===== config.mk =====
export PLATFORM = sky130hd
export DESIGN_NAME = axi_tdd_ng_counter
export DESIGN_NICKNAME = d
export VERILOG_FILES = /design/src/rtl/axi_tdd_ng_pkg.sv /design/src/rtl/axi_tdd_ng_counter.sv
export SDC_FILE = /design/constraint.sdc
export NUM_CORES = 1
export LEC_CHECK = 0
export CAP_MARGIN = 30
export CORE_MARGIN = 2
export CORE_UTILIZATION = 40
export DETAILED_ROUTE_END_ITERATION = 10
export GPL_TIMING_DRIVEN = 0
export MAX_ROUTING_LAYER = met4
export PLACE_DENSITY = 0.72
export RECOVER_POWER = 50
export SLEW_MARGIN = 20
export SYNTH_ARGS = -nofsm -noshare
export SYNTH_HDL_FRONTEND = slang
export SYNTH_SLANG_ARGS = --single-unit

===== constraint.sdc =====
create_clock -name clk -period 8.5 [get_ports clk]
set_input_delay 2.55 -clock clk [delete_from_list [all_inputs] [get_ports clk]]
set_output_delay 2.55 -clock clk [all_outputs]
set_load 0.02 [all_outputs]

===== src/rtl/axi_tdd_ng_pkg.sv =====
// Shared types for the TDD frame timing core.
package axi_tdd_ng_pkg;

  typedef enum logic [1:0] {
    IDLE    = 2'd0,
    ARMED   = 2'd1,
    WAITING = 2'd2,
    RUNNING = 2'd3
  } state_t;

endpackage


===== src/rtl/axi_tdd_ng_counter.sv =====
// TDD frame timing core: arm, wait for sync, count startup delay, then run a burst of frames.
// Optional macro AXI_TDD_NG_SYNC_RESTART_EN lets a sync during WAITING/RUNNING restart the sequence.
module axi_tdd_ng_counter
  import axi_tdd_ng_pkg::*;
#(
  parameter int REGISTER_WIDTH    = 32,
  parameter int BURST_COUNT_WIDTH = 32
) (
  input  logic                         clk,
  input  logic                         resetn,
  input  logic                         tdd_enable,
  input  logic                         tdd_sync,
  input  logic [REGISTER_WIDTH-1:0]    tdd_startup_delay,
  input  logic [REGISTER_WIDTH-1:0]    tdd_frame_length,
  input  logic [BURST_COUNT_WIDTH-1:0] tdd_burst_count,
  output logic [1:0]                   tdd_cstate,
  output logic [REGISTER_WIDTH-1:0]    tdd_counter,
  output logic                         tdd_endof_frame,
  output logic                         tdd_endof_burst
);

  localparam logic [REGISTER_WIDTH-1:0]    R_ONE = REGISTER_WIDTH'(1);
  localparam logic [BURST_COUNT_WIDTH-1:0] B_ONE = BURST_COUNT_WIDTH'(1);

  state_t                         state_q, state_d;
  logic [REGISTER_WIDTH-1:0]      counter_q, counter_d;
  logic [BURST_COUNT_WIDTH-1:0]   burst_cnt_q, burst_cnt_d;
  logic [REGISTER_WIDTH-1:0]      delay_q, delay_d;
  logic [REGISTER_WIDTH-1:0]      len_q, len_d;
  logic [BURST_COUNT_WIDTH-1:0]   burst_q, burst_d;

  logic frame_end;
  logic burst_end;
  logic sync_restart;

  // Frame length 0 wraps to 2^W because len_q - 1 is all ones.
  assign frame_end = (state_q == RUNNING) && (counter_q == len_q - R_ONE);
  assign burst_end = frame_end && (burst_q != '0) && (burst_cnt_q == burst_q - B_ONE);

`ifdef AXI_TDD_NG_SYNC_RESTART_EN
  assign sync_restart = tdd_enable && tdd_sync &&
                        ((state_q == WAITING) || (state_q == RUNNING));
`else
  assign sync_restart = 1'b0;
`endif

  assign tdd_endof_frame = frame_end && !sync_restart;
  assign tdd_endof_burst = burst_end && !sync_restart;
  assign tdd_cstate      = state_q;
  assign tdd_counter     = counter_q;

  always_comb begin
    // NOTE: every _d gets a hold default first so no path through the case infers a latch.
    state_d     = state_q;
    counter_d   = counter_q;
    burst_cnt_d = burst_cnt_q;
    delay_d     = delay_q;
    len_d       = len_q;
    burst_d     = burst_q;

    unique case (state_q)
      IDLE: state_d = ARMED;
      ARMED: begin
        if (tdd_sync) begin
          delay_d     = tdd_startup_delay;
          len_d       = tdd_frame_length;
          burst_d     = tdd_burst_count;
          counter_d   = '0;
          burst_cnt_d = '0;
          state_d     = (tdd_startup_delay != '0) ? WAITING : RUNNING;
        end
      end
      WAITING: begin
        if (counter_q == delay_q - R_ONE) begin
          counter_d = '0;
          state_d   = RUNNING;
        end else begin
          counter_d = counter_q + R_ONE;
        end
      end
      RUNNING: begin
        if (frame_end) begin
          counter_d = '0;
          if (burst_end) begin
            burst_cnt_d = '0;
            state_d     = ARMED;
          end else if (burst_q != '0) begin
            burst_cnt_d = burst_cnt_q + B_ONE;
          end
        end else begin
          counter_d = counter_q + R_ONE;
        end
      end
      default: state_d = IDLE;
    endcase

    if (sync_restart) begin
      delay_d     = tdd_startup_delay;
      len_d       = tdd_frame_length;
      burst_d     = tdd_burst_count;
      counter_d   = '0;
      burst_cnt_d = '0;
      state_d     = (tdd_startup_delay != '0) ? WAITING : RUNNING;
    end

    // Disable dominates everything, including a sync in the same cycle.
    if (!tdd_enable) begin
      state_d     = IDLE;
      counter_d   = '0;
      burst_cnt_d = '0;
    end
  end

  // NOTE: reset is sampled on the clock edge only; it is not in the sensitivity list.
  always_ff @(posedge clk) begin
    if (!resetn) begin
      state_q <= IDLE;
    end else begin
      // NOTE: non-blocking so every flop updates from the same pre-edge values.
      state_q <= state_d;
    end
  end

  always_ff @(posedge clk) begin
    if (!resetn) begin
      counter_q   <= '0;
      burst_cnt_q <= '0;
      delay_q     <= '0;
      len_q       <= '0;
      burst_q     <= '0;
    end else begin
      counter_q   <= counter_d;
      burst_cnt_q <= burst_cnt_d;
      delay_q     <= delay_d;
      len_q       <= len_d;
      burst_q     <= burst_d;
    end
  end

endmodule


# --- Word level (Yosys, flattened, before mapping) ---
# Cells that the tools add are included.
word_totals:
  inputBits: 100
  output_inout_bits: 36
  regBits: 162
  elab_cells: 49
op_classes:
  n_mux: 14
  n_eq_ne: 11
  n_reduce_logical: 13
  addsub: 5
ops:
  columns: ["operator", "n"]
  rows:
  - ["32-bit 2-to-1 mux", 6]
  - ["32-bit == test", 3]
  - ["32-bit one-hot mux with 3 select lines", 1]
  - ["32-bit by 1-bit subtractor with 32-bit output (second input constant)", 3]
  - ["32-bit by 1-bit adder with 32-bit output (second input constant)", 2]
  - ["32-bit one-hot mux with 2 select lines", 1]
  - ["32-bit nonzero test", 2]
  - ["2-bit 2-to-1 mux", 4]
  - ["2-bit != test (second input constant)", 4]
  - ["2-bit one-hot mux with 4 select lines", 1]
  - ["4-bit AND reduction", 2]
  - ["2-bit AND reduction", 3]
  - ["2-bit == test (second input constant)", 2]
  - ["1-bit logical AND", 3]
  - ["3-bit by 2-bit != test with 1-bit output (second input constant)", 1]
  - ["3-bit nonzero test", 1]
  - ["2-bit by 1-bit == test with 1-bit output (second input constant)", 1]
  - ["2-bit logical NOT", 1]
  - ["2-bit nonzero test", 1]
  - ["1-bit 2-to-1 mux", 1]

# --- Depth between registers and ports, before layout ---
depth:
  word_depth: 8
  depth_mapped: 16
  mapped_depth_nobuf: 13

# --- Worst setup path before layout ---
# OpenSTA, ideal clock, no wires.
synth_path:
  kind: "register to output"
  from: "register len_q[7]"
  to: "output port tdd_endof_burst"
  required_time_ns: 5.950
  path_stages_with_launch: 12
  t_arrival_ns: 3.329
  setup_slack_ns: 2.621
  path_cell_list: "dfxtp_1 > or4_4 > or4_1 > buf_2 > buf_6 > nor3_1 > a221o_1 > o22ai_1 > or3b_1 > nor4_1 > nand2_1 > nor4bb_1"
synth_between:
  elab_chain_len: 5
synth_rtl:
  columns: ["item", "line", "source"]
  rows:
  - ["start: declaration", "axi_tdd_ng_counter.sv:29", "logic [REGISTER_WIDTH-1:0] len_q, len_d;"]
  - ["start signal: assignment", "axi_tdd_ng_counter.sv:135", "len_q <= len_d;"]
  - ["32-bit by 1-bit subtractor with 32-bit output", "axi_tdd_ng_counter.sv:37", "assign frame_end = (state_q == RUNNING) && (counter_q == len_q - R_ONE);"]
  - ["32-bit == test", "axi_tdd_ng_counter.sv:37", null]
  - ["1-bit logical AND", "axi_tdd_ng_counter.sv:37", null]
  - ["1-bit logical AND (2 in a row)", "axi_tdd_ng_counter.sv:38", "assign burst_end = frame_end && (burst_q != '0) && (burst_cnt_q == burst_q - B_ONE);"]
  - ["end: declaration", "axi_tdd_ng_counter.sv:19", "output logic tdd_endof_burst"]
# Every way passes these cells.

# --- Worst setup path after layout ---
layout_path:
  from: "register len_q[0]"
  to: "output port tdd_endof_burst"
# The elaborated chain is that of the path after synthesis.

==> flow_summary.ini <==
[clock_tree]
cts_tree = done
clock_latency_ps = 450
post_cts_buffers = 0
cts_sinks = 162
clockBufferDepth = 2
cts_made_buffers = 17
clk_pin_slew_ps = 80
root_buffer = clkbuf_16
htree_levels = 4
cts_hold_buf = 0
cts_resized = 0

[layout]
num_antenna_cells = 0
area_delta_synth_final_pct = 21.4
fill_cells = 2810
stdcell_count = 2043
drive_above_1_share_pct = 4.26
nNetsFinal = 1762

[setup_path]
crit_buf_inv = 4
critPathSlowestCell = clkdlybuf4s50_1
cp_slowest_stage_delay_ps = 680
worstRegToRegCells = 14
r2r_end = burst_cnt_q[4]
reg2reg_slack_ps = 3310
cp_data_arrival_time_ps = 4900
path_delay_family = simple AND/OR/NAND/NOR gates
worst-setup-path-type = flip-flop to primary output
cp.depth = 14
crit_path_start = len_q[0]
cp_cell_sequence = inv_1 > ha_1 > clkbuf_1 > nor3b_1 > nand2_1 > clkbuf_1 > a2111oi_0 > o22ai_1 > nor3_1 > nand4b_1 > nor4_1 > nand2_1 > nor4bb_1 > clkdlybuf4s50_1
end_kind = primary output
worstPathRequired_ps = 5950
critical_path.max_fanout = 10
r2r_start = burst_q[0]
worstSetupStartpointType = flip-flop

[timing]
finalHoldViolCount = 0
whs_ps = 489
setup_tns_ps = 0
drv_slew = 0
worst_pin_slew_ps = 963
skew_ps = 15.5
fin_crit_sh_pct = 87.6
setup_viol = 0
finalCriticalPeriod_ps = 7450
rsz0062_at_grt = no
max_clock_freq_mhz = 134
slew-limit-headroom_pct = 35.8

[die]
die_area_sq_um = 29300
io_pins = 136
rows = 61
coreArea_sq_um = 27600
die_x_um = 171
fp.dieH_um = 171
start_util_pct = 40.5

[global_routing]
grt_pass1_vias = 11000
grt_pass1_wl_um = 55700
antenna_found_initial = 0
grt_use_met1_pct = 28.2
grt_max_degree = 17
gr-total-overflow = 0
busiest_layer = met2
grt_use_met2_pct = 43.8
grt_use_total_pct = 25.0
grt_util_met3_pct = 2.92

[min_path]
hold_path.class = flip-flop to flip-flop
worstHoldStart = len_q[31]
min_to = len_q[31]
whs_path_depth = 2

[route]
wire_per_inst_um = 17.5
drt_first_pass_iters = 5
totalWireLength_um = 35800
drt_iter0_markers = 1008
route.vias.total = 11700
remaining_drc_errors = 0
drtAntennaViolNets = 0
viasPerCell = 5.72

[place]
gp_congestion = 0.931
portBuffers = 134
place_hpwl_um = 27800
dp_cells = 2011

[run]
cap_violations = 0

[synth]
synth_edf_count = 0
syn-num-nets = 1609
synth_cell_type_count = 85
synth_flop_cell = dfxtp_1
ys_seq_area_share_pct = 29.0
async_reset_ff_share_pct = 0
syn-instance-count = 1499
synthTopCellsByArea = dfxtp_1 (29%), nand2_1 (9.1%), xnor2_1 (7.4%), a21boi_0 (6.5%), clkbuf_1 (3.1%)
yosysMostFrequentCell = nand2_1
synthDominantCellAreaShare_pct = 29.0
synth.avg_cell_area_sq_um = 7.46
synth_warnings = 0
ys_seq_elements = 162
synth_top_cell_by_area = dfxtp_1
synth_common_cells = nand2_1 (270), dfxtp_1 (162), a21boi_0 (97)
synth_area_sq_um = 11200

[outcome]
status = finished, final reports clean

[power_and_ir_drop]
power_leakage_uw = 0.00456
irDropWorstVdd_mv = 0.138
power_density_nw_per_um2 = 157
[worst max path at each step]
| stage | end | slack, ps |
|---|---|---|
| CTS | tdd_endof_burst | 990 |
| detailed placement | tdd_endof_burst | 1480 |
| global placement | tdd_endof_burst | 1460 |
| global route | tdd_endof_burst | 720 |
| finish | tdd_endof_burst | 1050 |
| floorplan | tdd_endof_burst | 2620 |
[stage by stage]
stage               utilization (%)  setup WS, ps  area [sq um]  power, uW
global route                   49.2           721         13600       2220
floorplan                         -          2620         11200       1160
detailed placement             47.1          1480         13000       1330
global placement               47.1          1460         13000       1330
finish                         49.2          1050         13600       2140
CTS                            49.3           995         13600       2140
[logic make-up after synthesis]
kind of cell,after synthesis,share of synthesized area [%]
buffers and inverters,156,5.41
adder cells (fa/ha/maj),11,1.21
flip-flops,162,29.0
AO/OA/AOI/OAI,340,21.5
AND/OR/NAND/NOR,692,31.9
multiplexers,4,0.358
XOR/XNOR,134,10.6
[state kept, by name, indices dropped and copies added (netlist names)]
signal       flops
burst_q         32
delay_q         32
tdd_cstate       2
len_q           32
burst_cnt_q     32
tdd_counter     32
[area by class of cell]
| class | count | area, sq um | area share (%) |
|---|---|---|---|
| clock buffers | 18 | 439 | 3.23 |
| flip-flops and latches | 162 | 3240 | 23.9 |
| clock inverters | 14 | 166 | 1.23 |
| multi-input cells | 1181 | 7320 | 53.9 |
| inverters | 45 | 169 | 1.24 |
| repair buffers | 134 | 1340 | 9.87 |
| well taps | 378 | 473 | 3.48 |
| plain buffers | 111 | 433 | 3.19 |
[report_power, final]
group / internal [uW] / switching (uW)
sequential: 776 / 23.1
clock: 451 / 368
combinational: 220 / 300
total: 1450 / 692
[per-layer routing]
layer | vias to the layer above | wire [um] | share of wire [%]
met5 | - | 0 | 0
met4 | 0 | 1650 | 4.6
met3 | 105 | 1780 | 5.0
met2 | 391 | 17700 | 49
met1 | 5468 | 14800 | 41
li1 | 5712 | - | -
[placed cells by master (no fill, tap or decap), types with 7 or more instances in the layout]
master | netlist | final
inv_1 | 44 | 44
a211oi_1 | 20 | 20
nor4_1 | 48 | 49
dfxtp_1 | 162 | 162
dlygate4sd3_1 | 0 | 35
xnor2_1 | 94 | 94
xor2_1 | 39 | 39
nor2_1 | 76 | 76
nand2_1 | 270 | 271
and3_1 | 21 | 21
o21ai_0 | 19 | 20
nand4b_1 | 10 | 10
nor3_1 | 55 | 55
a21oi_1 | 54 | 55
nand2b_1 | 7 | 7
nand4_1 | 35 | 35
buf_1 | 9 | 9
o31ai_1 | 17 | 17
and2_1 | 11 | 11
ha_1 | 10 | 10
a21boi_0 | 97 | 97
buf_2 | 10 | 7
clkbuf_16 | 0 | 17
o22ai_1 | 21 | 21
or4_1 | 18 | 18
o211ai_1 | 12 | 12
o21ai_1 | 14 | 13
clkdlybuf4s50_1 | 0 | 99
or2_2 | 11 | 11
and4_1 | 11 | 11
or3_1 | 16 | 16
nor3b_1 | 13 | 13
a31oi_1 | 16 | 16
nand3_1 | 52 | 52
clkbuf_1 | 91 | 94
nor4b_1 | 7 | 7
[worst register-to-register path: stages (launching register included)]
cell,delay (ps)
dfxtp_1,300
clkbuf_1,190
inv_1,120
ha_1,230
or3b_2,450
clkbuf_1,200
nor2_1,480
a2111oi_0,250
a2111oi_0,760
o221ai_1,270
nor4_1,560
a31oi_1,420
o21ai_2,420
buf_2,330
nor2_1,90
Note: power is estimated with default switching activity, not from simulation.
